--- config.mk ---
export PLATFORM = sky130hd
export DESIGN_NAME = drm_freq_probe_master
export DESIGN_NICKNAME = d
export VERILOG_FILES = /design/src/rtl/drm_freq_probe_master.sv
export SDC_FILE = /design/constraint.sdc
export NUM_CORES = 1
export LEC_CHECK = 0
export ABC_CLOCK_PERIOD_IN_PS = 2600
export BUFFER_PORTS_ARGS = -buffer_cell sky130_fd_sc_hd__buf_4
export CORE_ASPECT_RATIO = 0.5
export CORE_MARGIN = 2
export CORE_UTILIZATION = 48
export DETAILED_ROUTE_END_ITERATION = 10
export HOLD_SLACK_MARGIN = 0.1
export PLACE_DENSITY = 0.88
export SLEW_MARGIN = 40
export SYNTH_ARGS = -nofsm -noshare
export SYNTH_HDL_FRONTEND = slang
export SYNTH_SLANG_ARGS = --single-unit
--- constraint.sdc ---
create_clock -name s_axi_aclk -period 2.6 [get_ports s_axi_aclk]
set_input_delay 0.26 -clock s_axi_aclk [delete_from_list [all_inputs] [get_ports s_axi_aclk]]
set_output_delay 0.26 -clock s_axi_aclk [all_outputs]
set_load 0.005 [all_outputs]
--- src/rtl/drm_freq_probe_master.sv ---
// AXI4-Lite probe master: checks the DRM version word, clears the frequency counter, waits, then reads it back.
// Optional per-phase handshake watchdog enabled by defining DRM_FREQ_PROBE_TIMEOUT_EN.
module drm_freq_probe_master #(
   parameter int unsigned WAIT_CYCLES    = 1000,
   parameter int unsigned TIMEOUT_CYCLES = 255
) (
   input  logic        s_axi_aclk,
   input  logic        s_axi_arstn,
   input  logic        start,
   output logic        busy,
   output logic        done,
   output logic        error,
   output logic [1:0]  err_code,
   output logic [31:0] result,
   output logic        m_axi_awvalid,
   input  logic        m_axi_awready,
   output logic [15:0] m_axi_awaddr,
   output logic [2:0]  m_axi_awprot,
   output logic        m_axi_wvalid,
   input  logic        m_axi_wready,
   output logic [31:0] m_axi_wdata,
   output logic [3:0]  m_axi_wstrb,
   input  logic        m_axi_bvalid,
   output logic        m_axi_bready,
   input  logic [1:0]  m_axi_bresp,
   output logic        m_axi_arvalid,
   input  logic        m_axi_arready,
   output logic [15:0] m_axi_araddr,
   output logic [2:0]  m_axi_arprot,
   input  logic        m_axi_rvalid,
   output logic        m_axi_rready,
   input  logic [31:0] m_axi_rdata,
   input  logic [1:0]  m_axi_rresp
);

   localparam logic [15:0] VER_ADDR  = 16'hFFF8;
   localparam logic [15:0] CNT_ADDR  = 16'hFFFC;
   localparam logic [31:0] VERSION   = 32'h60DC0DE0;
   localparam logic [15:0] WAIT_LAST = 16'(WAIT_CYCLES - 1);

   typedef enum logic [2:0] {
      S_IDLE, S_RD_VER, S_WR_CLR, S_WAIT, S_RD_CNT, S_FIN
   } state_t;

   state_t      state_reg;
   logic [15:0] wait_cnt_reg;
   logic        ar_hs, r_hs, aw_hs, w_hs, b_hs;
   logic        tmo;
   logic        fin_req;
   logic [1:0]  fin_code;

   assign m_axi_awprot = 3'b000;
   assign m_axi_arprot = 3'b000;
   assign m_axi_wdata  = 32'd0;
   assign m_axi_wstrb  = 4'hF;

   assign ar_hs = m_axi_arvalid & m_axi_arready;
   assign r_hs  = m_axi_rready  & m_axi_rvalid;
   assign aw_hs = m_axi_awvalid & m_axi_awready;
   assign w_hs  = m_axi_wvalid  & m_axi_wready;
   assign b_hs  = m_axi_bready  & m_axi_bvalid;

`ifdef DRM_FREQ_PROBE_TIMEOUT_EN
   localparam logic [15:0] TMO_LAST = 16'(TIMEOUT_CYCLES - 1);

   logic [15:0] wdog_reg;
   logic        in_phase;
   logic        any_hs;
   logic        wdog_expired;

   assign in_phase     = (state_reg == S_RD_VER) || (state_reg == S_WR_CLR) || (state_reg == S_RD_CNT);
   assign any_hs       = ar_hs | r_hs | aw_hs | w_hs | b_hs;
   assign wdog_expired = (wdog_reg == TMO_LAST);
   assign tmo          = in_phase & ~any_hs & wdog_expired;

   // Every handshake starts the next phase, so it also restarts the watchdog.
   always_ff @(posedge s_axi_aclk or negedge s_axi_arstn) begin
      if (!s_axi_arstn) begin
         wdog_reg <= '0;
      end else if (!in_phase || any_hs) begin
         wdog_reg <= '0;
      end else if (!wdog_expired) begin
         wdog_reg <= wdog_reg + 16'd1;
      end
   end
`else
   logic unused_timeout;

   assign tmo            = 1'b0;
   assign unused_timeout = (TIMEOUT_CYCLES == 0);
`endif

   // A bad response outranks a version mismatch when both show up on the same beat.
   always_comb begin
      fin_req  = 1'b0;
      fin_code = 2'd0;
      case (state_reg)
         S_RD_VER: begin
            if (r_hs && ((m_axi_rresp != 2'b00) || (m_axi_rdata != VERSION))) begin
               fin_req  = 1'b1;
               fin_code = (m_axi_rresp != 2'b00) ? 2'd2 : 2'd1;
            end
         end
         S_WR_CLR: begin
            if (b_hs && (m_axi_bresp != 2'b00)) begin
               fin_req  = 1'b1;
               fin_code = 2'd2;
            end
         end
         S_RD_CNT: begin
            if (r_hs) begin
               fin_req  = 1'b1;
               fin_code = (m_axi_rresp != 2'b00) ? 2'd2 : 2'd0;
            end
         end
         default: ;
      endcase
      if (tmo) begin
         fin_req  = 1'b1;
         fin_code = 2'd3;
      end
   end

   always_ff @(posedge s_axi_aclk or negedge s_axi_arstn) begin
      if (!s_axi_arstn) begin
         state_reg     <= S_IDLE;
         wait_cnt_reg  <= '0;
         busy          <= 1'b0;
         done          <= 1'b0;
         error         <= 1'b0;
         err_code      <= 2'd0;
         result        <= 32'd0;
         m_axi_awvalid <= 1'b0;
         m_axi_awaddr  <= 16'd0;
         m_axi_wvalid  <= 1'b0;
         m_axi_bready  <= 1'b0;
         m_axi_arvalid <= 1'b0;
         m_axi_araddr  <= 16'd0;
         m_axi_rready  <= 1'b0;
      end else begin
         case (state_reg)
            S_IDLE: begin
               if (start) begin
                  busy          <= 1'b1;
                  m_axi_arvalid <= 1'b1;
                  m_axi_araddr  <= VER_ADDR;
                  state_reg     <= S_RD_VER;
               end
            end
            S_RD_VER, S_RD_CNT: begin
               if (ar_hs) begin
                  m_axi_arvalid <= 1'b0;
                  m_axi_rready  <= 1'b1;
               end
               if (r_hs) begin
                  m_axi_rready <= 1'b0;
                  if (state_reg == S_RD_CNT) begin
                     result <= m_axi_rdata;
                  end else begin
                     m_axi_awvalid <= 1'b1;
                     m_axi_wvalid  <= 1'b1;
                     m_axi_awaddr  <= VER_ADDR;
                     state_reg     <= S_WR_CLR;
                  end
               end
            end
            S_WR_CLR: begin
               if (aw_hs) m_axi_awvalid <= 1'b0;
               if (w_hs)  m_axi_wvalid  <= 1'b0;
               // Response is accepted only once both address and data have been taken.
               if (!m_axi_bready && (aw_hs || !m_axi_awvalid) && (w_hs || !m_axi_wvalid)) begin
                  m_axi_bready <= 1'b1;
               end
               if (b_hs) begin
                  m_axi_bready <= 1'b0;
                  wait_cnt_reg <= '0;
                  state_reg    <= S_WAIT;
               end
            end
            S_WAIT: begin
               if (wait_cnt_reg == WAIT_LAST) begin
                  m_axi_arvalid <= 1'b1;
                  m_axi_araddr  <= CNT_ADDR;
                  state_reg     <= S_RD_CNT;
               end else begin
                  wait_cnt_reg <= wait_cnt_reg + 16'd1;
               end
            end
            S_FIN: begin
               done      <= 1'b0;
               error     <= 1'b0;
               busy      <= 1'b0;
               state_reg <= S_IDLE;
            end
            default: state_reg <= S_IDLE;
         endcase

         if (fin_req) begin
            state_reg     <= S_FIN;
            done          <= 1'b1;
            error         <= (fin_code != 2'd0);
            err_code      <= fin_code;
            m_axi_arvalid <= 1'b0;
            m_axi_rready  <= 1'b0;
            m_axi_awvalid <= 1'b0;
            m_axi_wvalid  <= 1'b0;
            m_axi_bready  <= 1'b0;
         end
      end
   end

endmodule

==> run_results.csv <==
group,metric,value,unit
synthesis,synth_area_leader_cell,"dfrtp_1",
global_route,grt.met1_usage,22.4,%
cts,h-tree-depth,3,
detailed_routing,ant_nets,0,
die,rows,22,
cts,cts_buffer_depth,2,
place,preCtsSetupSlack,0.444,ns
detailed_routing,drtIter0Drc,127,
cts,cts_tree,"done",
timing,relSlewSlack,59.7,%
die,dieArea,0.00824,mm^2
power_and_ir_drop,p_per_area,541,mW/mm^2
die,die_y,65.2,um
cells_and_area,area_delta_synth_final,25.7,%
synthesis,synth_edf_count,0,
cts,root_buffer,"clkbuf_16",
die,die_w,126,um
detailed_routing,wl_per_cell,14.0,um
timing,max_freq,449,MHz
die,ios,160,
synthesis,ys_seq_area_share,44.6,%
run,max_cap_viol_count,0,
detailed_routing,vias,2766,
timing,setup_viol,0,
cts,cts_made_buffers,9,
global_route,antenna_found_initial,0,
critical_path,critPathArrivalTime,2.44,ns
critical_path,end_kind,"register",
detailed_routing,routed_wl,7510,um
global_route,track_usage,18.0,%
power_and_ir_drop,ir_drop,0.000487,V
cts,cts-resized-gates,0,
synthesis,ys_warn_count,0,
global_route,grt_pass1_wl,12000,um
critical_path,path_class,"reg2reg",
synthesis,postSynthAreaPerCell,10.4,um^2
critical_path,required,2.81,ns
timing,finalHoldViolCount,0,
timing,period_needed,2.23,ns
timing,grt_setup_unrepaired,"no",
global_route,busiest_layer,"met2",
timing,worstMarginPinSlew,0.600,ns
critical_path,start_kind,"register",
synthesis,synthArstFlopShare,100,%
synthesis,synth.distinct_cells,53,
cells_and_area,nets,480,
cts,worstSkewPairLatency,0.32,ns
global_route,met2_usage,30.7,%
timing,finalClockSkew,0.00749,ns
global_route,grt_pass1_vias,2591,
synthesis,yosys-top-cells-area,"dfrtp_1 (45%), buf_4 (15%), mux2_2 (10%)",
critical_path,crit_fanout,11,
cts,clock_sinks,64,
global_route,met3_usage,6.03,%
die,start_util,49.3,%
run_status,outcome,"completed",
cells_and_area,nFillCells,568,
synthesis,synth_top_area_share,44.6,%
cts,path_clk_slew,0.05,ns
detailed_routing,post_drt_via_cell_ratio,5.16,
synthesis,netlist_top_cells_count,"buf_4 (71), dfrtp_1 (64), mux2_2 (32), nor2_1 (21), nand2_1 (15)",
place,gp_congestion,0.913,
place,port_buffers,112,
detailed_routing,drcViolationCount,0,
global_route,grt_overflow,0,
cells_and_area,largest_reg_flops,32,
hold_path,hold_class,"in2reg",
synthesis,synth_ff_type,"dfrtp_1",
timing,fin_ws,0.373,ns
synthesis,postSynthCellCount,345,
cells_and_area,antenna_cells,0,
synthesis,synth.most_common_cell,"buf_4",
synthesis,synth_area,0.00359,mm^2
synthesis,ys_ff_latch,64,
place,dpl.hpwl,5340,um
timing,finalSetupTns,0,ns
cells_and_area,drive_gt1_share,38.9,%
detailed_routing,first_pass_iters,5,
timing,drv_slew,0,
global_route,grt_max_degree,65,
power_and_ir_drop,p_leak,2.28,nW
die,core,0.00729,mm^2
timing,fin_crit_sh,85.7,%
-- report_power, final --
part / switching, W / leakage (nW) / total (W) / internal (W)
Combinational: 0.0000546 / 1.30 / 0.000102 / 0.0000473
Clock: 0.000415 / 0.162 / 0.00135 / 0.000932
Sequential: 0 / 0.817 / 0.000997 / 0.000997
-- final timing paths --
check                           startpoint          endpoint  slack [ns]  depth (start not counted)
max reg2reg                wait_cnt_reg[0]  wait_cnt_reg[10]        0.37                          6
max in group asynchronous      s_axi_arstn   m_axi_awaddr[3]        1.69                          2
min in group asynchronous      s_axi_arstn        result[22]        0.51                          2
min                           m_axi_rvalid      m_axi_rready        0.14                          2
max                        wait_cnt_reg[0]  wait_cnt_reg[10]        0.37                          6
min reg2reg                      result[3]         result[3]        0.51                          1
-- layer usage --
metal  vias to the layer above  wire (um)  part of all wire, %
met1                      1327       3160                   42
li1                       1292          -                    -
met3                         8        651                  8.7
met2                       139       3630                   48
met4                         0         68                 0.91
met5                         -          0                    0
-- final cells by class --
cell class                 instances  area, um^2  share of cell area, %
clock inverter                     6         108                   2.38
timing repair buffer             116         877                   19.4
clock buffer                      10         229                   5.07
multi-input combinational        237        1560                   34.5
tap                               96         120                   2.66
inverter                           7        26.3                  0.581
sequential                        64        1600                   35.4
-- logic make-up (layout without fill, tap and decap cells) --
group           count (synthesis)  count (layout)  synth area share, %
simple gates                  106             106                 17.2
buf+inv                        89             139                 17.0
flops                          64              64                 44.6
compound gates                 38              38                 7.52
mux                            33              33                 10.3
xor+xnor                       12              12                 2.92
other cells                     2              47                0.209
fa+ha+maj                       1               1                0.348
-- worst max-delay path, cell delays in order, from the launching register on --
cell and delay [ns]:
dfrtp_1 0.43, ha_1 0.25, nor4bb_1 0.14, and4_1 0.32
nor4_1 0.59, a21oi_1 0.15, a31o_2 0.23
-- what timing repair did --
item,CTS,global route
hold buffers,1,0
buffers inserted,0,0
hold endpoints to repair,64,0
-- cells in the final DEF, fill, tap and decap left out, types with 2 or more instances in the layout --
master / netlist / routed
nor3_1: 8 / 7
nand2_1: 15 / 15
o221ai_1: 3 / 3
nor2_1: 21 / 21
nand2b_1: 5 / 5
dfrtp_1: 64 / 64
nor4bb_1: 3 / 3
and4_1: 4 / 4
buf_4: 71 / 114
xnor2_1: 8 / 8
conb_1: 2 / 47
and4b_1: 3 / 3
a21oi_1: 6 / 6
clkbuf_16: 0 / 9
nor2b_1: 2 / 2
nor4_1: 8 / 8
o21ai_0: 13 / 13
mux2_2: 32 / 32
a31oi_1: 3 / 3
xor2_1: 4 / 4
nor3b_1: 2 / 2
nand3_1: 14 / 14
bufinv_16: 0 / 3
o311ai_0: 2 / 2
clkinv_2: 0 / 2
nand4_1: 5 / 5
and3_1: 2 / 2
nor4b_1: 2 / 2
inv_1: 7 / 7
or4b_1: 2 / 2
-- stage by stage --
step / hold slack [ns] / cell area (um^2) / instances / power [W] / utilization [%]
2_1_floorplan: -0.0356 / 3760 / 390 / 0.00109 / -
4_1_cts: 0.132 / 4520 / 536 / 0.00246 / 61.9
5_1_grt: 0.146 / 4520 / 536 / 0.00253 / 62.0
3_3_place_gp: 0.399 / 4170 / 519 / 0.00111 / 57.2
3_5_place_dp: 0.398 / 4170 / 519 / 0.00111 / 57.2
6_report: 0.144 / 4520 / 536 / 0.00245 / 62.0
Power figures use the tool's default switching activity.
